$ cat src/rtl/rei_pkg.sv
// rtl/rei_pkg.sv - shared register indices, widths and UART state type
//
// Purpose: constants and types shared by the dbus UART transmitter and its
//          helpers. No ports.
package rei_pkg;

   localparam logic [1:0] UART_TXDATA_IDX = 2'd0;
   localparam logic [1:0] UART_STATUS_IDX = 2'd1;
   localparam logic [1:0] UART_DIV_IDX    = 2'd2;

   localparam int UART_DIV_WIDTH = 16;

   // PARITY is only entered when UART_PARITY_EN is defined.
   typedef enum logic [2:0] {
      UART_IDLE   = 3'd0,
      UART_START  = 3'd1,
      UART_DATA   = 3'd2,
      UART_PARITY = 3'd3,
      UART_STOP   = 3'd4
   } uart_state_e;

endpackage

$ cat src/rtl/sync_fifo.sv
// rtl/sync_fifo.sv - single-clock show-ahead FIFO
//
// Purpose: small synchronous FIFO; rdata presents the head entry combinationally.
// Ports:
//   clk_i, rst_ni  clock, asynchronous active-low reset
//   push, wdata    write request and data (ignored while full)
//   pop            read request (ignored while empty)
//   rdata          head entry, valid while !empty
//   full, empty    occupancy flags
module sync_fifo #(
   parameter int WIDTH = 8,
   parameter int DEPTH = 8
) (
   input  logic             clk_i,
   input  logic             rst_ni,
   input  logic             push,
   input  logic             pop,
   input  logic [WIDTH-1:0] wdata,
   output logic [WIDTH-1:0] rdata,
   output logic             full,
   output logic             empty
);

   localparam int AW = $clog2(DEPTH);

   logic [WIDTH-1:0] mem [DEPTH];
   // Extra MSB is the wrap bit distinguishing full from empty.
   logic [AW:0]      wr_ptr;
   logic [AW:0]      rd_ptr;
   logic             do_push;
   logic             do_pop;

   assign do_push = push & ~full;
   assign do_pop  = pop & ~empty;

   assign empty = (wr_ptr == rd_ptr);
   assign full  = (wr_ptr[AW] != rd_ptr[AW]) && (wr_ptr[AW-1:0] == rd_ptr[AW-1:0]);
   assign rdata = mem[rd_ptr[AW-1:0]];

   always_ff @(posedge clk_i) begin
      if (do_push) begin
         mem[wr_ptr[AW-1:0]] <= wdata;
      end
   end

   always_ff @(posedge clk_i or negedge rst_ni) begin
      if (!rst_ni) begin
         wr_ptr <= '0;
         rd_ptr <= '0;
      end else begin
         if (do_push) begin
            wr_ptr <= wr_ptr + {{AW{1'b0}}, 1'b1};
         end
         if (do_pop) begin
            rd_ptr <= rd_ptr + {{AW{1'b0}}, 1'b1};
         end
      end
   end

endmodule

$ cat src/rtl/dbus_uart_tx.sv
// rtl/dbus_uart_tx.sv - memory-mapped UART transmitter on the data bus
//
// Purpose: stores to TXDATA queue bytes in a TX FIFO; a serializer sends them
//          as 8N1 frames (8E1 when the macro UART_PARITY_EN is defined) at
//          DIV clocks per bit.
// Ports:
//   clk_i, rst_ni                  clock, asynchronous active-low reset
//   wvalid_i, awaddr_i, wdata_i,   write port, one cycle per store,
//   wstrb_i                        word index awaddr_i[3:2]
//   araddr_i, rdata_o              read port, rdata_o registered (1-cycle latency)
//   tx_o                           serial line, idles high
//   irq_o                          FIFO empty and serializer idle
// Registers (word index): 0 TXDATA (wo), 1 STATUS, 2 DIV[15:0], 3 reserved.
module dbus_uart_tx #(
   parameter int ADDR_WIDTH = 32,
   parameter int DATA_WIDTH = 32,
   parameter int FIFO_DEPTH = 8,
   parameter int DIV_RESET  = 868
) (
   input  logic                    clk_i,
   input  logic                    rst_ni,
   input  logic                    wvalid_i,
   input  logic [ADDR_WIDTH-1:0]   awaddr_i,
   input  logic [DATA_WIDTH-1:0]   wdata_i,
   input  logic [DATA_WIDTH/8-1:0] wstrb_i,
   input  logic [ADDR_WIDTH-1:0]   araddr_i,
   output logic [DATA_WIDTH-1:0]   rdata_o,
   output logic                    tx_o,
   output logic                    irq_o
);

   import rei_pkg::*;

`ifdef UART_PARITY_EN
   localparam logic PARITY_EN = 1'b1;
`else
   localparam logic PARITY_EN = 1'b0;
`endif

   localparam logic [UART_DIV_WIDTH-1:0] DIV_RST_V = UART_DIV_WIDTH'(DIV_RESET);

   logic [1:0]                wr_idx;
   logic                      txdata_wr;
   logic                      ovf_clr;
   logic                      push;
   logic                      pop;
   logic                      full;
   logic                      empty;
   logic [7:0]                fifo_rdata;
   logic                      overflow_q;
   logic [UART_DIV_WIDTH-1:0] div_q;
   logic [UART_DIV_WIDTH-1:0] reload;
   uart_state_e               state_q;
   logic [7:0]                shift_q;
   logic [2:0]                bit_cnt_q;
   logic [UART_DIV_WIDTH-1:0] baud_cnt_q;
   logic                      parity_q;
   logic                      bit_end;
   logic                      busy;
   logic [DATA_WIDTH-1:0]     status_w;
   logic                      unused_bits;

   assign unused_bits = ^{awaddr_i[ADDR_WIDTH-1:4], awaddr_i[1:0], araddr_i[ADDR_WIDTH-1:4],
                          araddr_i[1:0], wdata_i[DATA_WIDTH-1:16], wstrb_i[DATA_WIDTH/8-1:2]};

   assign wr_idx    = awaddr_i[3:2];
   assign txdata_wr = wvalid_i & wstrb_i[0] & (wr_idx == UART_TXDATA_IDX);
   assign ovf_clr   = wvalid_i & wstrb_i[0] & (wr_idx == UART_STATUS_IDX) & wdata_i[3];
   // Full is judged before the edge, so a same-cycle pop never rescues a push.
   assign push      = txdata_wr & ~full;

   // DIV of 0 behaves as 1: reload value is DIV-1 clamped at 0.
   assign reload  = (div_q == '0) ? '0 : div_q - {{(UART_DIV_WIDTH-1){1'b0}}, 1'b1};
   assign bit_end = (baud_cnt_q == '0);
   assign busy    = (state_q != UART_IDLE);
   // Pop when leaving IDLE, or at the end of a stop bit for a gapless next frame.
   assign pop     = ~empty & ((state_q == UART_IDLE) || ((state_q == UART_STOP) && bit_end));

   sync_fifo #(
      .WIDTH(8),
      .DEPTH(FIFO_DEPTH)
   ) u_tx_fifo (
      .clk_i (clk_i),
      .rst_ni(rst_ni),
      .push  (push),
      .pop   (pop),
      .wdata (wdata_i[7:0]),
      .rdata (fifo_rdata),
      .full  (full),
      .empty (empty)
   );

   always_ff @(posedge clk_i or negedge rst_ni) begin
      if (!rst_ni) begin
         overflow_q <= 1'b0;
         div_q      <= DIV_RST_V;
      end else begin
         // A same-cycle overflow takes priority over a clear.
         if (txdata_wr && full) begin
            overflow_q <= 1'b1;
         end else if (ovf_clr) begin
            overflow_q <= 1'b0;
         end
         if (wvalid_i && (wr_idx == UART_DIV_IDX)) begin
            if (wstrb_i[0]) div_q[7:0]  <= wdata_i[7:0];
            if (wstrb_i[1]) div_q[15:8] <= wdata_i[15:8];
         end
      end
   end

   // tx_o is a flop with async set, so reset forces the line high immediately.
   always_ff @(posedge clk_i or negedge rst_ni) begin
      if (!rst_ni) begin
         state_q    <= UART_IDLE;
         tx_o       <= 1'b1;
         shift_q    <= '0;
         bit_cnt_q  <= '0;
         baud_cnt_q <= '0;
         parity_q   <= 1'b0;
      end else if (state_q == UART_IDLE) begin
         if (!empty) begin
            state_q    <= UART_START;
            shift_q    <= fifo_rdata;
            parity_q   <= ^fifo_rdata;
            tx_o       <= 1'b0;
            bit_cnt_q  <= '0;
            baud_cnt_q <= reload;
         end
      end else if (!bit_end) begin
         baud_cnt_q <= baud_cnt_q - {{(UART_DIV_WIDTH-1){1'b0}}, 1'b1};
      end else begin
         // Reload samples div_q here, so a DIV write never shortens the current bit.
         baud_cnt_q <= reload;
         case (state_q)
            UART_START: begin
               state_q <= UART_DATA;
               tx_o    <= shift_q[0];
            end
            UART_DATA: begin
               if (bit_cnt_q == 3'd7) begin
`ifdef UART_PARITY_EN
                  state_q <= UART_PARITY;
                  tx_o    <= parity_q;
`else
                  state_q <= UART_STOP;
                  tx_o    <= 1'b1;
`endif
               end else begin
                  bit_cnt_q <= bit_cnt_q + 3'd1;
                  shift_q   <= {1'b0, shift_q[7:1]};
                  tx_o      <= shift_q[1];
               end
            end
`ifdef UART_PARITY_EN
            UART_PARITY: begin
               state_q <= UART_STOP;
               tx_o    <= 1'b1;
            end
`endif
            UART_STOP: begin
               if (!empty) begin
                  state_q   <= UART_START;
                  shift_q   <= fifo_rdata;
                  parity_q  <= ^fifo_rdata;
                  tx_o      <= 1'b0;
                  bit_cnt_q <= '0;
               end else begin
                  state_q <= UART_IDLE;
               end
            end
            default: begin
               state_q <= UART_IDLE;
               tx_o    <= 1'b1;
            end
         endcase
      end
   end

   always_comb begin
      status_w    = '0;
      status_w[0] = full;
      status_w[1] = empty;
      status_w[2] = busy;
      status_w[3] = overflow_q;
      status_w[4] = PARITY_EN;
   end

   always_ff @(posedge clk_i or negedge rst_ni) begin
      if (!rst_ni) begin
         rdata_o <= '0;
         irq_o   <= 1'b1;
      end else begin
         irq_o <= empty & ~busy;
         case (araddr_i[3:2])
            UART_STATUS_IDX: rdata_o <= status_w;
            UART_DIV_IDX:    rdata_o <= {{(DATA_WIDTH-UART_DIV_WIDTH){1'b0}}, div_q};
            default:         rdata_o <= '0;
         endcase
      end
   end

endmodule
$ cat config.mk
export PLATFORM = sky130hd
export DESIGN_NAME = dbus_uart_tx
export DESIGN_NICKNAME = d
export VERILOG_FILES = /design/src/rtl/rei_pkg.sv /design/src/rtl/sync_fifo.sv /design/src/rtl/dbus_uart_tx.sv
export SDC_FILE = /design/constraint.sdc
export NUM_CORES = 1
export LEC_CHECK = 0
export CAP_MARGIN = 20
export CORE_MARGIN = 3
export CORE_UTILIZATION = 51
export CTS_CLUSTER_SIZE = 40
export DETAILED_ROUTE_END_ITERATION = 8
export GPL_TIMING_DRIVEN = 1
export PLACE_DENSITY = 0.8
export SLEW_MARGIN = 20
export SYNTH_ARGS = -nofsm -noshare
export SYNTH_HDL_FRONTEND = slang
export SYNTH_HIERARCHICAL = 1
export SYNTH_SLANG_ARGS = --single-unit
$ cat constraint.sdc
create_clock -name clk_i -period 4.2 [get_ports clk_i]
set_clock_uncertainty 0.1 [all_clocks]
set_input_delay 1.05 -clock clk_i [delete_from_list [all_inputs] [get_ports clk_i]]
set_output_delay 1.05 -clock clk_i [all_outputs]
set_load 0.02 [all_outputs]
==> flow_summary.json, run 1 <==
{
  "n_fill_cell": 903,
  "fin_crit_sh_pct": 78.4,
  "p_leak_nw": 2.95,
  "routed_via_density": 6.00,
  "clock.fmax_mhz": 304,
  "setup_ws_ps": 906,
  "layout_common_cells": "dfrtp_1 (66), edfxtp_1 (64), clkdlybuf4s50_1 (41)",
  "grt_pass1_wl_um": 22400,
  "antenna_found_initial": 0,
  "met2_wirelength_um": 6450,
  "relSlewSlack_pct": 34.6,
  "finalWirelength_um": 13500,
  "drtIter0Drc": 431,
  "dp_slack_ps": 612,
  "fin_setup_tns_ps": 0,
  "root_buffer": "clkbuf_16",
  "die_area_um2": 14300,
  "clock_latency_ps": 420,
  "synth_cell_types": 71,
  "clock_path_buffers": 2,
  "htree_levels": 4,
  "ctsHoldBuffers": 0,
  "grt_max_degree": 74,
  "ir_worst_vdd_uv": 342,
  "fin_cells": 708,
  "num_io_pins": 137,
  "cts.clk_slew.worst_paths_ps": 60,
  "vias": 4245,
  "finalSetupViolCount": 0,
  "hold_class": "flop to flop",
  "synth_edf_count": 64,
  "dp_cells": 676,
  "wl_per_cell_um": 19.1,
  "syn_avg_cell_area_um2": 13.9,
  "coreArea_um2": 12300,
  "startpoint_type": "flop",
  "dpl.hpwl_um": 9070,
  "rsz0062_at_grt": "no",
  "syn_area_um2": 6570,
  "slew_viol_final": 0,
  "dr.pass1.iters": 5,
  "worstMarginPinSlew_ps": 973,
  "maxCapViolCount": 0,
  "finalHoldViolCount": 0,
  "synthFlopType": "dfrtp_1",
  "status": "finished clean",
  "rows": 40,
  "cts_setup_buffers": 0,
  "cts_tree": "done",
  "cts.sinks": 137,
  "yosys_warnings": 6,
  "ys_ff_latch": 137,
  "cp.required_ps": 4400,
  "whs_ps": 409,
  "async_flop_share_pct": 53.3,
  "dieWidth_um": 120,
  "crit_fanout": 13,
  "synthCells": 473,
  "drt-met1-wl_um": 5850,
  "overflow": 0,
  "num_antenna_cells": 0,
  "start_util_pct": 53.4,
  "grt_use_total_pct": 20.2,
  "endpoint_kind": "flop",
  "p_per_area_nw_per_um2": 563,
  "portBuffers": 42,
  "crit_arrival_ps": 3490,
  "fin_nets": 639,
  "die_h_um": 120,
  "synthToLayoutAreaGrowth_pct": 17.1,
  "grt_pass1_vias": 4221,
  "cts-resized-gates": 0,
  "post-route-min-period_ps": 3290,
  "remaining_drc_errors": 0,
  "route.antenna.remaining_nets": 0,
  "wl_met3_um": 935,
  "top_layer": "met4",
  "yosysSeqAreaShare_pct": 57.2,
  "worstSetupPathType": "flop to flop",
  "drive_gt1_share_pct": 18.7,
  "numCtsBuffers": 17,
  "gp_congestion": 0.894,
  "final_common_cell": "dfrtp_1"
}
## registers in the layout (all words and copies together), names as in the netlist
| register | cells |
|---|---|
| u_tx_fifo/mem | 64 |
| baud_cnt_q | 16 |
| div_q | 16 |
| rdata_o | 16 |
| shift_q | 8 |
| u_tx_fifo/rd_ptr | 4 |
| u_tx_fifo/wr_ptr | 4 |
| bit_cnt_q | 3 |
| state_q | 3 |
| irq_o | 1 |
| overflow_q | 1 |
| tx_o | 1 |
## area by class of cell
| type | instances | area (um^2) | area share [%] |
|---|---|---|---|
| Inverter | 15 | 56.3 | 0.732 |
| Multi-Input combinational cell | 306 | 2610 | 33.9 |
| Timing Repair Buffer | 50 | 478 | 6.21 |
| Tap cell | 168 | 210 | 2.73 |
| Sequential cell | 137 | 3760 | 48.8 |
| Clock buffer | 19 | 433 | 5.63 |
| Clock inverter | 13 | 153 | 1.98 |
## power by group
group          switching, mW  total [mW]  internal (mW)
logic                  0.508       0.963          0.455
clock network          0.544        1.47          0.928
registers              0.273        1.89           1.62
total                   1.32        4.33           3.00
## per-stage QoR
step           area, um^2  util [%]  power, mW
6_report             7690      62.5       4.33
5_1_grt              7690      62.5       4.54
4_1_cts              7690      62.5       4.35
3_5_place_dp         7110      57.7       2.86
3_3_place_gp         7100      57.7       2.80
2_1_floorplan        6630         -       2.62
## cells by family after synthesis
| family | Yosys count | synth area share (%) |
|---|---|---|
| compound gates | 81 | 10.2 |
| xor+xnor | 20 | 3.35 |
| fa+ha+maj | 9 | 1.71 |
| buf+inv | 45 | 4.13 |
| flops | 137 | 57.2 |
| mux | 44 | 11.3 |
| other cells | 1 | 0.0571 |
| simple gates | 136 | 12.1 |
## path summary, 6_finish.rpt
kind	from	end	slack [ps]	cells after the start
worst max register to register	u_tx_fifo/wr_ptr[0]	u_tx_fifo/rd_ptr[1]	910	7
min in group asynchronous	rst_ni	shift_q[3]	650	1
worst min register to register	bit_cnt_q[0]	bit_cnt_q[0]	410	1
max in group asynchronous	rst_ni	rdata_o[13]	2700	1
worst max-delay path	u_tx_fifo/wr_ptr[0]	u_tx_fifo/rd_ptr[1]	910	7
worst min-delay path	bit_cnt_q[0]	bit_cnt_q[0]	410	1
## synthesized netlist by cell type, types with 3 or more instances
cell type | number | area (um^2)
and4_1 | 3 | 26.3
a211oi_1 | 3 | 22.5
a211o_1 | 3 | 26.3
nor4_1 | 7 | 43.8
a21oi_1 | 10 | 50.1
a22o_1 | 3 | 26.3
o221a_2 | 3 | 33.8
mux4_1 | 9 | 236
o21ai_0 | 11 | 55.1
buf_2 | 6 | 30.0
a21o_1 | 3 | 22.5
nand3_1 | 4 | 20.0
a22oi_1 | 8 | 60.1
o211a_1 | 3 | 30.0
nand2_1 | 25 | 93.8
o22ai_1 | 6 | 37.5
mux4_2 | 7 | 158
clkbuf_1 | 4 | 15.0
dfrtp_1 | 66 | 1650
xnor2_1 | 10 | 87.6
dfstp_2 | 7 | 184
nor2b_1 | 4 | 25.0
nand2b_1 | 5 | 31.3
edfxtp_1 | 64 | 1920
inv_1 | 15 | 56.3
mux2_4 | 9 | 135
and2_1 | 15 | 93.8
nor3_1 | 14 | 70.1
nor2_1 | 28 | 105
mux2_2 | 18 | 203
buf_4 | 17 | 128
ha_1 | 9 | 113
or3_1 | 5 | 31.3
nand4_1 | 7 | 43.8
xor2_1 | 7 | 61.3
o311ai_0 | 4 | 35.0
## critical path: stages, from the launching register on
cell,delay [ps]
dfrtp_1,630
xor2_2,530
or3_4,260
nor2_1,80
or3_1,480
a21oi_2,530
o41ai_4,220
mux2_4,340
## metal layers
layer | global-route usage, % | vias up
met5 | 0 | -
met4 | 7.73 | 0
met3 | 5.23 | 27
met2 | 31.4 | 189
met1 | 27.7 | 2129
li1 | - | 1900
Power figures use the tool's default switching activity.
==> run 2: changes to the inputs <==
clock period = 3.2 ns   (was 4.2 ns; I/O delays follow)
==> run 2 against run 1 <==
Compared with the run above: hold slack worse by 13 ps; maximum frequency is 16% higher; highest routed layer unchanged; die area unchanged; critical path type unchanged; clock power up 39%.
==> flow_summary.json, run 2 (synthesized netlist as in run 1, its figures left out) <==
{
  "finalSetupViolCount": 0,
  "startpoint_type": "flop",
  "fin_setup_tns_ps": 0,
  "whs_ps": 396,
  "crit_fanout": 10,
  "cp_num_buf_inv": 1,
  "dpl.hpwl_um": 9540,
  "ir_worst_vdd_uv": 416,
  "ctsHoldBuffers": 0,
  "coreArea_um2": 12300,
  "grt_use_total_pct": 21.0,
  "clock_path_buffers": 2,
  "num_io_pins": 137,
  "remaining_drc_errors": 0,
  "regToRegSetupSlack_ps": 360,
  "relSlewSlack_pct": 37.5,
  "p_leak_nw": 3.05,
  "slowest_stage": "dfrtp_1",
  "grt_pass1_vias": 4245,
  "slowest_delay_ps": 610,
  "rsz0062_at_grt": "no",
  "vias": 4272,
  "numCtsBuffers": 17,
  "worstMarginPinSlew_ps": 937,
  "layout_common_cells": "dfrtp_1 (66), edfxtp_1 (64), clkdlybuf4s50_1 (41)",
  "hold_class": "flop to flop",
  "crit_family": "simple AND/OR/NAND/NOR gates",
  "status": "finished clean",
  "drive_gt1_share_pct": 21.9,
  "pwr-share-clk_pct": 35.1,
  "crit_path_frequent_cell": "nor2_1",
  "fin_crit_sh_pct": 88.6,
  "dieWidth_um": 120,
  "die_h_um": 120,
  "rows": 40,
  "htree_levels": 4,
  "pwr-share-seq_pct": 42.4,
  "cts_setup_buffers": 0,
  "drtIter0Drc": 481,
  "crit_chain": "xor2_4 > or3_4 > nor2_1 > or3_1 > a21oi_2 > buf_4 > nor2_1 > a22o_1",
  "setup_ws_ps": 364,
  "synthToLayoutAreaGrowth_pct": 19.6,
  "largest_register_ffs": 64,
  "cts_tree": "done",
  "worst-path-stages": 8,
  "endpoint_kind": "flop",
  "portBuffers": 42,
  "antenna_found_initial": 0,
  "dp_slack_ps": 327,
  "cp.required_ps": 3400,
  "gp_congestion": 0.960,
  "fin_nets": 656,
  "r2r_end": "shift_q[7]",
  "grt_max_degree": 74,
  "num_antenna_cells": 0,
  "die_area_um2": 14300,
  "post-route-min-period_ps": 2840,
  "final_common_cell": "dfrtp_1",
  "crit_arrival_ps": 3040,
  "cts-resized-gates": 0,
  "swShare_pct": 30.3,
  "slew_viol_final": 0,
  "reg2reg_from": "u_tx_fifo/wr_ptr[1]",
  "route.antenna.remaining_nets": 0,
  "finalWirelength_um": 14000,
  "start_util_pct": 53.4,
  "grt_pass1_wl_um": 23200,
  "fin_total_pwr_mw": 5.83,
  "p_int_mw": 4.06,
  "root_buffer": "clkbuf_16",
  "routed_via_density": 5.89,
  "p_per_area_nw_per_um2": 743,
  "post-route-util_pct": 63.8,
  "clock_latency_ps": 420,
  "maxCapViolCount": 0,
  "cts.sinks": 137,
  "crit_path_start": "u_tx_fifo/wr_ptr[1]",
  "overflow": 0,
  "finalHoldViolCount": 0,
  "clock.fmax_mhz": 353,
  "worstSetupPathType": "flop to flop",
  "r2r_cells": 8,
  "p_sw_mw": 1.77,
  "comb_power_share_pct": 22.5,
  "dr.pass1.iters": 5,
  "cp-endpoint": "shift_q[7]",
  "cts.clk_slew.worst_paths_ps": 60,
  "wl_per_cell_um": 19.3,
  "n_fill_cell": 844
}
## run 2: worst min-delay path by stage
stage | from | to | cells past startpoint
3_5_place_dp | bit_cnt_q[0] | bit_cnt_q[0] | 1
3_3_place_gp | bit_cnt_q[0] | bit_cnt_q[0] | 1
4_1_cts | bit_cnt_q[0] | bit_cnt_q[0] | 1
5_1_grt | bit_cnt_q[0] | bit_cnt_q[0] | 1
2_1_floorplan | bit_cnt_q[0] | bit_cnt_q[0] | 1
6_report | bit_cnt_q[0] | bit_cnt_q[0] | 1
## run 2: area by class of cell
class / instances / area [um^2] / share of cell area [%]
sequential: 137 / 3760 / 47.8
tap: 168 / 210 / 2.68
clock buffer: 18 / 429 / 5.46
multi-input combinational: 306 / 2600 / 33.1
timing repair buffer: 67 / 606 / 7.71
inverter: 15 / 56.3 / 0.717
clock inverter: 14 / 195 / 2.48
## run 2: metal layers
layer / wire [um] / share of wire, % / GRT usage [%]
met1: 6160 / 44 / 29.8
met2: 6760 / 48 / 32.5
met3: 760 / 5.4 / 3.91
met4: 333 / 2.4 / 8.23
met5: 0 / 0 / 0
## run 2: per-stage QoR
step / cells / cell area, um^2
after floorplan: 488 / 6630
after global placement: 693 / 7230
after detailed placement: 693 / 7230
after CTS: 725 / 7860
after global routing: 725 / 7860
final: 725 / 7860
## run 2: power groups by stage
| stage | Clock (mW) | Combinational [mW] | Sequential, mW |
|---|---|---|---|
| 6_report | 2.05 | 1.31 | 2.48 |
| 3_5_place_dp | 0 | 1.30 | 2.50 |
| 4_1_cts | 2.08 | 1.31 | 2.47 |
| 3_3_place_gp | 0 | 1.25 | 2.48 |
| 2_1_floorplan | 0 | 1.03 | 2.41 |
| 5_1_grt | 2.17 | 1.43 | 2.52 |
